`src/rtl/ff_bank_if.sv`:
```
// Control/data bundle for ff_bank: update controls and operands in, stored
// state and invalid-input tracking out.
interface ff_bank_if #(
    parameter int WIDTH = 8,
    parameter int CNT_W = 4
);
    // No valid/ready pair: the bank samples every input on every rising edge,
    // and its outputs are always valid (the previous edge's result).
    logic             en;
    logic             clr;
    logic [1:0]       mode;
    logic [WIDTH-1:0] a;
    logic [WIDTH-1:0] b;
    logic             err_clr;
    logic [WIDTH-1:0] q;
    logic [WIDTH-1:0] q_bar;
    logic [WIDTH-1:0] err_mask;
    logic [CNT_W-1:0] err_cnt;

    modport master (
        output en, clr, mode, a, b, err_clr,
        input  q, q_bar, err_mask, err_cnt
    );

    modport slave (
        input  en, clr, mode, a, b, err_clr,
        output q, q_bar, err_mask, err_cnt
    );
endinterface

```
`src/rtl/ff_bank.sv`:
```
// Bank of WIDTH run-time selectable SR/JK/D/T storage bits with synchronous
// enable and clear, plus sticky per-bit and counted SR invalid-input tracking.
module ff_bank #(
    parameter int                 WIDTH   = 8,
    parameter logic [WIDTH-1:0]   RST_VAL = {WIDTH{1'b0}},
    parameter int                 SR_BOTH = 0,
    parameter int                 CNT_W   = 4
) (
    input  logic     clk,
    input  logic     n_rst,
    ff_bank_if.slave bus
);
    localparam logic [1:0] MODE_SR = 2'b00;
    localparam logic [1:0] MODE_JK = 2'b01;
    localparam logic [1:0] MODE_D  = 2'b10;
    localparam logic [1:0] MODE_T  = 2'b11;

    localparam logic [CNT_W-1:0] CNT_MAX = {CNT_W{1'b1}};
    localparam logic [CNT_W-1:0] CNT_ONE = CNT_W'(1);

    logic [WIDTH-1:0] q_r;
    logic [WIDTH-1:0] mask_r;
    logic [CNT_W-1:0] cnt_r;

    logic [WIDTH-1:0] hold_bits;
    logic [WIDTH-1:0] set_bits;
    logic [WIDTH-1:0] both_bits;
    logic [WIDTH-1:0] sr_both_val;
    logic [WIDTH-1:0] sr_next;
    logic [WIDTH-1:0] jk_next;
    logic [WIDTH-1:0] mode_next;
    logic [WIDTH-1:0] q_next;
    logic             inv_evt;

    assign hold_bits = ~bus.a & ~bus.b;
    assign set_bits  =  bus.a & ~bus.b;
    assign both_bits =  bus.a &  bus.b;

    // Value a bit takes in SR mode when S=R=1; only this case is configurable.
    always_comb begin
        sr_both_val = q_r;
        case (SR_BOTH)
            1:       sr_both_val = {WIDTH{1'b1}};
            2:       sr_both_val = {WIDTH{1'b0}};
            3:       sr_both_val = ~q_r;
            default: sr_both_val = q_r;
        endcase
    end

    // Reset bits (a=0,b=1) fall out as zero because no term selects them.
    assign sr_next = (q_r & hold_bits) | set_bits | (both_bits & sr_both_val);
    assign jk_next = (q_r & hold_bits) | set_bits | (both_bits & ~q_r);

    always_comb begin
        mode_next = q_r;
        case (bus.mode)
            MODE_SR: mode_next = sr_next;
            MODE_JK: mode_next = jk_next;
            MODE_D:  mode_next = bus.a;
            MODE_T:  mode_next = q_r ^ bus.a;
            default: mode_next = q_r;
        endcase
    end

    always_comb begin
        q_next = q_r;
        if (bus.clr) begin
            q_next = RST_VAL;
        end else if (bus.en) begin
            q_next = mode_next;
        end
    end

    // Reset is handled by the register's async branch, so n_rst is implied high here.
    assign inv_evt = bus.en && !bus.clr && (bus.mode == MODE_SR) && (|both_bits);

    always_ff @(posedge clk or negedge n_rst) begin
        if (!n_rst) begin
            q_r <= RST_VAL;
        end else begin
            q_r <= q_next;
        end
    end

    // An event in the same cycle as err_clr restarts tracking from that event.
    always_ff @(posedge clk or negedge n_rst) begin
        if (!n_rst) begin
            mask_r <= {WIDTH{1'b0}};
            cnt_r  <= {CNT_W{1'b0}};
        end else if (inv_evt) begin
            if (bus.err_clr) begin
                mask_r <= both_bits;
                cnt_r  <= CNT_ONE;
            end else begin
                mask_r <= mask_r | both_bits;
                if (cnt_r != CNT_MAX) begin
                    cnt_r <= cnt_r + CNT_ONE;
                end
            end
        end else if (bus.err_clr) begin
            mask_r <= {WIDTH{1'b0}};
            cnt_r  <= {CNT_W{1'b0}};
        end
    end

    assign bus.q        = q_r;
    assign bus.q_bar    = ~q_r;
    assign bus.err_mask = mask_r;
    assign bus.err_cnt  = cnt_r;
endmodule

```
`src/flat_wrapper.sv`:
```
// flat-port wrapper written by rule: the top's interface ports become plain ports
module ff_bank_flat 
#(
    parameter int                 WIDTH   = 8,
    parameter logic [WIDTH-1:0]   RST_VAL = {WIDTH{1'b0}},
    parameter int                 SR_BOTH = 0,
    parameter int                 CNT_W   = 4
)
  (clk, n_rst, bus_en, bus_clr, bus_mode, bus_a, bus_b, bus_err_clr, bus_q, bus_q_bar, bus_err_mask, bus_err_cnt);
  ff_bank_if #(.WIDTH(WIDTH), .CNT_W(CNT_W)) bus_i ();
  input  logic clk;
  input  logic n_rst;
  input wire logic [$bits(bus_i.en)-1:0] bus_en;
  input wire logic [$bits(bus_i.clr)-1:0] bus_clr;
  input wire logic [$bits(bus_i.mode)-1:0] bus_mode;
  input wire logic [$bits(bus_i.a)-1:0] bus_a;
  input wire logic [$bits(bus_i.b)-1:0] bus_b;
  input wire logic [$bits(bus_i.err_clr)-1:0] bus_err_clr;
  output wire logic [$bits(bus_i.q)-1:0] bus_q;
  output wire logic [$bits(bus_i.q_bar)-1:0] bus_q_bar;
  output wire logic [$bits(bus_i.err_mask)-1:0] bus_err_mask;
  output wire logic [$bits(bus_i.err_cnt)-1:0] bus_err_cnt;
  assign bus_i.en = bus_en;
  assign bus_i.clr = bus_clr;
  assign bus_i.mode = bus_mode;
  assign bus_i.a = bus_a;
  assign bus_i.b = bus_b;
  assign bus_i.err_clr = bus_err_clr;
  assign bus_q = bus_i.q;
  assign bus_q_bar = bus_i.q_bar;
  assign bus_err_mask = bus_i.err_mask;
  assign bus_err_cnt = bus_i.err_cnt;
  ff_bank #(.WIDTH(WIDTH), .RST_VAL(RST_VAL), .SR_BOTH(SR_BOTH), .CNT_W(CNT_W)) u_core (.clk(clk), .n_rst(n_rst), .bus(bus_i));
endmodule
```
`config.mk`:
```
export PLATFORM = sky130hd
export DESIGN_NAME = ff_bank_flat
export DESIGN_NICKNAME = d
export VERILOG_FILES = /design/src/rtl/ff_bank_if.sv /design/src/rtl/ff_bank.sv /design/src/flat_wrapper.sv
export SDC_FILE = /design/constraint.sdc
export NUM_CORES = 1
export LEC_CHECK = 0
export BUFFER_PORTS_ARGS = -buffer_cell sky130_fd_sc_hd__buf_2
export CELL_PAD_IN_SITES_DETAIL_PLACEMENT = 2
export CELL_PAD_IN_SITES_GLOBAL_PLACEMENT = 2
export CORE_MARGIN = 10
export CORE_UTILIZATION = 28
export CTS_CLUSTER_DIAMETER = 50
export DETAILED_ROUTE_END_ITERATION = 7
export GPL_TIMING_DRIVEN = 0
export PLACE_DENSITY_LB_ADDON = 0.05
export RECOVER_POWER = 50
export SLEW_MARGIN = 40
export SYNTH_ARGS = -nofsm -noshare
export SYNTH_HDL_FRONTEND = slang
export SYNTH_SLANG_ARGS = --single-unit
```
`constraint.sdc`:
```
create_clock -name clk -period 3.2 [get_ports clk]
set_clock_uncertainty 0.2 [all_clocks]
set_input_delay 0.48 -clock clk [delete_from_list [all_inputs] [get_ports clk]]
set_output_delay 0.48 -clock clk [all_outputs]
set_load 0.01 [all_outputs]
```
# Word-level counts from Yosys, hierarchy flattened
# Cells that the tools add are included.
# op_classes
n_addsub	1
n_shift	0
order_cmp	0
n_mux	10
n_div	0
n_eq_ne	4
n_reduce_logical	10
n_bitwise	14
n_mul	0
# op_table
cell	n
$and A8 B8 Y8	6
$mux W8	5
$or A8 B8 Y8	4
$pmux W8 S4	1
$not A8 Y8	3
$mux W4	4
$reduce_or A8 Y1	1
$xor A8 B8 Y8	1
$reduce_bool A2 Y1	3
$add A4 B1 Y4 const B	1
$eq A2 B2 Y1 const B	2
$ne A4 B4 Y1 const B	1
$logic_and A1 B1 Y1	3
$eq A2 B1 Y1 const B	1
$logic_not A2 Y1	1
$reduce_and A2 Y1	1
$logic_not A1 Y1	1
# totals
wordCells	42
memories	0
rom_bits	0
input_bits	23
reg_bits	20
out_inout_bits	28
ram_bits	0
latch_bits	0

# Depth between registers and ports, before layout
# logic_depth
ltp_word	8
depth_mapped	6
depth_no_buf	5

# Least setup slack after synthesis
# No wires, ideal clock.
# synth_path
path_kind	input to register
startpoint	in bus_mode[1]
endpoint	reg u_core.cnt_r[3], in the netlist u_core.bus.err_cnt[3]
arrival_time_ps	1542
t_required_ps	2872
n_path_buf	1
path_stages	5
setup_time_ps	128
slack_ps	1331
cell_sequence	buf_2 -> nor4b_4 -> nand2_2 -> a211oi_2 -> mux2_1
# synth_between
elab_chain_len	5
elab_cells_between_ends	6
classes_between	1 x mux; 5 x reduce/logical
# synth_lines
element	line_no	text
start: declaration	flat_wrapper.sv:15	input wire logic [$bits(bus_i.mode)-1:0] bus_mode;
$logic_not A2 Y1 (*)	ff_bank.sv:75	assign inv_evt = bus.en && !bus.clr && (bus.mode == MODE_SR) && (|both_bits);
$logic_and A1 B1 Y1 (*) (2 in series)	ff_bank.sv:75	
$reduce_bool A2 Y1 (no line)	-	
$reduce_and A2 Y1 (no line)	-	
end signal: assignment	ff_bank.sv:89	cnt_r <= {CNT_W{1'b0}};
end signal: assignment	ff_bank.sv:97	cnt_r <= cnt_r + CNT_ONE;
end signal: assignment	ff_bank.sv:102	cnt_r <= {CNT_W{1'b0}};
end: declaration	ff_bank.sv:23	logic [CNT_W-1:0] cnt_r;
# Mark *: on every way between the ends. The rest lies on a longest branch, timed or not.
# A chain may end at the register's enable or synchronous reset.

# Worst setup path after layout
# layout_path
startpoint	in bus_en
endpoint	reg u_core.cnt_r[2], in the netlist u_core.bus.err_cnt[2]
# layout_between
elab_chain_len	5
elab_cells_between_ends	6
classes_between	1 x mux; 5 x reduce/logical
# layout_lines
element	line_no	text
start: declaration	flat_wrapper.sv:13	input wire logic [$bits(bus_i.en)-1:0] bus_en;
$logic_and A1 B1 Y1 (*) (3 in series)	ff_bank.sv:75	
$reduce_bool A2 Y1 (no line)	-	
$reduce_and A2 Y1 (no line)	-	
# Marks and branches as above.

==> impl.org <==
** Run status
- The run finished with clean final reports.

** Power and ir drop
- Sequential Power Share :: 0.431
- The internal power of the cells totals 0.433 mW.
- Of the total power, combinational logic draws 0.242.
- Across the VDD grid, the largest voltage drop is 0.000145 V.
- Switch share :: 0.331
- Net load switching power :: 0.214 mW
- Power density over the cells :: 386 nW/µm²
- Lkg Pwr :: 0.728 nW
- Part of the power in the clock network :: 0.327

** GRT
- The first global-routing pass estimated 8750 µm of wire.
- Antenna violations before repair :: 0
- Via count of the first global-routing pass :: 1,680
- Largest net degree at the start of global routing :: 21
- GRT Resource Usage Total :: 0.141
- Remaining global-route overflow :: 0

** Detailed routing
- For this run, design rule violations remaining after detail routing come to 0.
- The detailed router placed 1,462 vias in this run.
- After detailed routing, the average wire length per cell comes to 19.5 µm.
- The detailed router finished its first iteration with 39 violations.
- Total wire length :: 5330 µm
- Vias per std cell :: 5.34
- The detailed router put a total of 2380 µm of wire on met1.
- The count of nets left with antenna violations once routing finished came out at 0.
- Wire segments on met2 add up to 2670 µm in the final route.
- DR pass1 iterations :: 4
- Routed wire length on met3 :: 255 µm
- Top routing layer in use :: met4

** Critical path
- In this run the critical register-to-register path is launched from u_core.bus.err_cnt[0].
- The critical path goes through clkbuf_1 > inv_1 > or4_1 > a21oi_1 > a221oi_1.
- On the worst path, the slowest cell contributes a delay of 0.69 ns.
- Kind of start point of the critical path :: primary input
- Minimum setup slack among reg-to-reg paths :: 1.46 ns
- The slowest stage of the critical path is the sky130_fd_sc_hd__or4_1 cell.
- Cell count along the critical path :: 5
- The worst register-to-register path ends at u_core.bus.err_cnt[3].
- STA puts the critical path data required time at 3.12 ns.
- Number of cell instances on the worst register-to-register path :: 5
- For the worst setup path, the data arrival time is 2.15 ns.
- Counting both buffers and inverters, the worst setup path holds a total of 2.
- Crit path launch :: bus_en
- Broken down by cell family, the worst path's largest delay share belongs to buffers and inverters.
- Worst Path Max Fanout :: 9
- Worst setup EP type :: register
- The critical path is of the primary input to register type.
- Capture point of the worst path :: u_core.bus.err_cnt[2]

** STA
- Worst slack on hold paths :: 0.234 ns
- Based on the critical path, the design can be clocked at up to 450 MHz.
- Pin slew with the least headroom to its limit :: 1.26 ns
- Finish-stage setup viols :: 0
- The number of endpoints with negative hold slack in the final report was 0.
- Measured against its own limit, the worst slew margin works out to 0.158.
- Setup tns final :: 0 ns
- Unrepaired setup endpoints after global routing :: false
- Final Cycle Share :: 0.694
- Max-slew violations :: 0
- Counting I/O delays and the setup requirement, the final critical path takes 2.22 ns.

** Logic synthesis
- Yosys attributes the largest share of cell area to sky130_fd_sc_hd__dfrtp_1, sky130_fd_sc_hd__nand2_1, sky130_fd_sc_hd__o22ai_1, sky130_fd_sc_hd__a22oi_1, sky130_fd_sc_hd__o21ai_0.
- Post-synthesis cell area :: 1330 µm²
- The number of different library cells used by synthesis comes to 35.
- Cell type with the largest total area after synthesis :: sky130_fd_sc_hd__dfrtp_1
- Primary flip-flop cell chosen by synthesis mapping :: sky130_fd_sc_hd__dfrtp_1
- Part of the Yosys area used for sequential elements :: 0.376
- Of the post-synthesis cell area, the dominant cell type holds 0.376.
- Net count after synthesis :: 192
- Most common cell in the synthesized netlist :: sky130_fd_sc_hd__nand2_1
- In this run, synthesis inferred 0 flip-flops with an integrated enable.
- Averaged over all synthesized cells, the footprint is 7.93 µm².
- Cells after Synth :: 168
- For this run, the number of Yosys warnings is 0.
- Seq cells post-synth :: 20
- Leading post-synthesis cells by instance count :: sky130_fd_sc_hd__nand2_1, sky130_fd_sc_hd__dfrtp_1, sky130_fd_sc_hd__inv_1
- After synthesis, the share of flip-flops with an asynchronous set or reset is 1.00.

** Cells and area
- From synthesis to final layout, the design area changed by 25.9%.
- # nets final :: 245
- Final non-filler cell total :: 274
- Count of filler cells inserted in the layout :: 549
- Share of cells above drive strength 1 :: 0.223
- ANT cells :: 0
- Post-layout instance area :: 1680 µm²

** Clock network
- The tree built by TritonCTS fans out to 20 sinks.
- TritonCTS clock tree :: built
- The clock passes through at most 2 buffers.
- TritonCTS created 3 clock buffers.
- H-tree Lvls :: 1
- Setup bufs post-CTS :: 0
- Worst skew pair latency :: 0.27 ns
- After clock tree synthesis, the clock-pin slew on the worst setup and hold paths is 0.09 ns.
- The root buffer cell chosen for the clock tree is sky130_fd_sc_hd__clkbuf_8.

** Floorplanning
- In this run the vertical extent of the chip is 89.0 µm.
- The floorplan has 25 rows.
- Die X :: 89.0 µm
- For this configuration, the core starts out at a cell density of 0.286.
- Pin placement for this block handled 51 I/O pins.
- Core Footprint :: 4660 µm²
- Die ar. :: 7920 µm²

** Worst hold path
- The path class of the tightest hold or removal check is primary input to register.
- Startpoint of the worst hold path :: bus_clr

** Job
- Number of maximum-capacitance violations :: 0

** Place
- The count of buffers added on input and output ports is 47.
- Summing all placed instances gives a cell area of 1640 µm².
- Final RePlAce weighted congestion :: 0.801
- Total placed cells including tap cells :: 269
- Half-perimeter wire length of the detailed placement result :: 4070 µm
power by group through the flow:
stage	clock, mW	sequential [mW]	combinational (mW)
after floorplan	0	0.288	0.0804
after global placement	0	0.282	0.155
after detailed placement	0	0.284	0.161
after CTS	0.218	0.279	0.163
after global routing	0.229	0.283	0.178
final	0.212	0.279	0.157
stage by stage:
step / utilization / total power, mW / worst slack [ns]
after CTS: 0.365 / 0.660 / 1.45
after global placement: 0.351 / 0.437 / 1.22
after global routing: 0.360 / 0.689 / 0.805
after detailed placement: 0.351 / 0.446 / 1.19
final: 0.360 / 0.647 / 0.979
after floorplan: - / 0.368 / 1.33
metal layers:
layer  track usage  vias up
met4        0.0405        0
li1              -      704
met3        0.0264        4
met5             0        -
met1         0.173      718
met2         0.244       36
state kept, by name, summed over array words and instances, names as in the netlist:
register	flops
u_core.bus.err_mask	8
u_core.bus.q	8
u_core.bus.err_cnt	4
worst min path at each step:
stage / endpoint / slack [ns] / cells past startpoint
after floorplan: u_core.bus.err_cnt[0] / -0.02 / 0
after global placement: u_core.bus.err_cnt[1] / 0.28 / 1
after detailed placement: u_core.bus.err_cnt[1] / 0.29 / 1
after CTS: u_core.bus.q[3] / 0.23 / 2
after global routing: u_core.bus.q[3] / 0.24 / 2
final: u_core.bus.q[3] / 0.23 / 2
cell families after synthesis:
family / count (synthesis) / share of synthesized area
AO/OA/AOI/OAI: 64 / 0.300
adder cells (fa/ha/maj): 1 / 0.00939
buffers and inverters: 27 / 0.0873
flip-flops: 20 / 0.376
multiplexers: 2 / 0.0160
AND/OR/NAND/NOR: 54 / 0.211
cell usage in the layout, fill, tap and decap left out, types with 2 or more instances in the layout:
master	n
sky130_fd_sc_hd__buf_2	38
sky130_fd_sc_hd__nand2_1	23
sky130_fd_sc_hd__dfrtp_1	20
sky130_fd_sc_hd__inv_1	19
sky130_fd_sc_hd__clkbuf_1	15
sky130_fd_sc_hd__o21ai_0	15
sky130_fd_sc_hd__o22ai_1	13
sky130_fd_sc_hd__a21oi_1	13
sky130_fd_sc_hd__a22oi_1	10
sky130_fd_sc_hd__nor2_1	10
sky130_fd_sc_hd__nand2b_1	6
sky130_fd_sc_hd__a211oi_1	5
sky130_fd_sc_hd__clkbuf_8	4
sky130_fd_sc_hd__nand3b_1	3
sky130_fd_sc_hd__o31ai_1	3
sky130_fd_sc_hd__or2_2	3
sky130_fd_sc_hd__nand3_1	2
what timing repair did:
item	4_1_cts	5_1_grt
resized for setup	0	0
hold buffers	1	0
endpoints found under the hold margin	10	0
layout make-up:
class                      count  area [µm²]  area share
tap                           54        67.6      0.0403
inverter                      19        71.3      0.0425
timing repair buffer          48         230       0.137
clock buffer                   4        55.1      0.0328
buffer                         8        41.3      0.0246
sequential                    20         500       0.298
multi-input combinational    121         712       0.424
No activity file was read; power rests on OpenSTA's default activity.
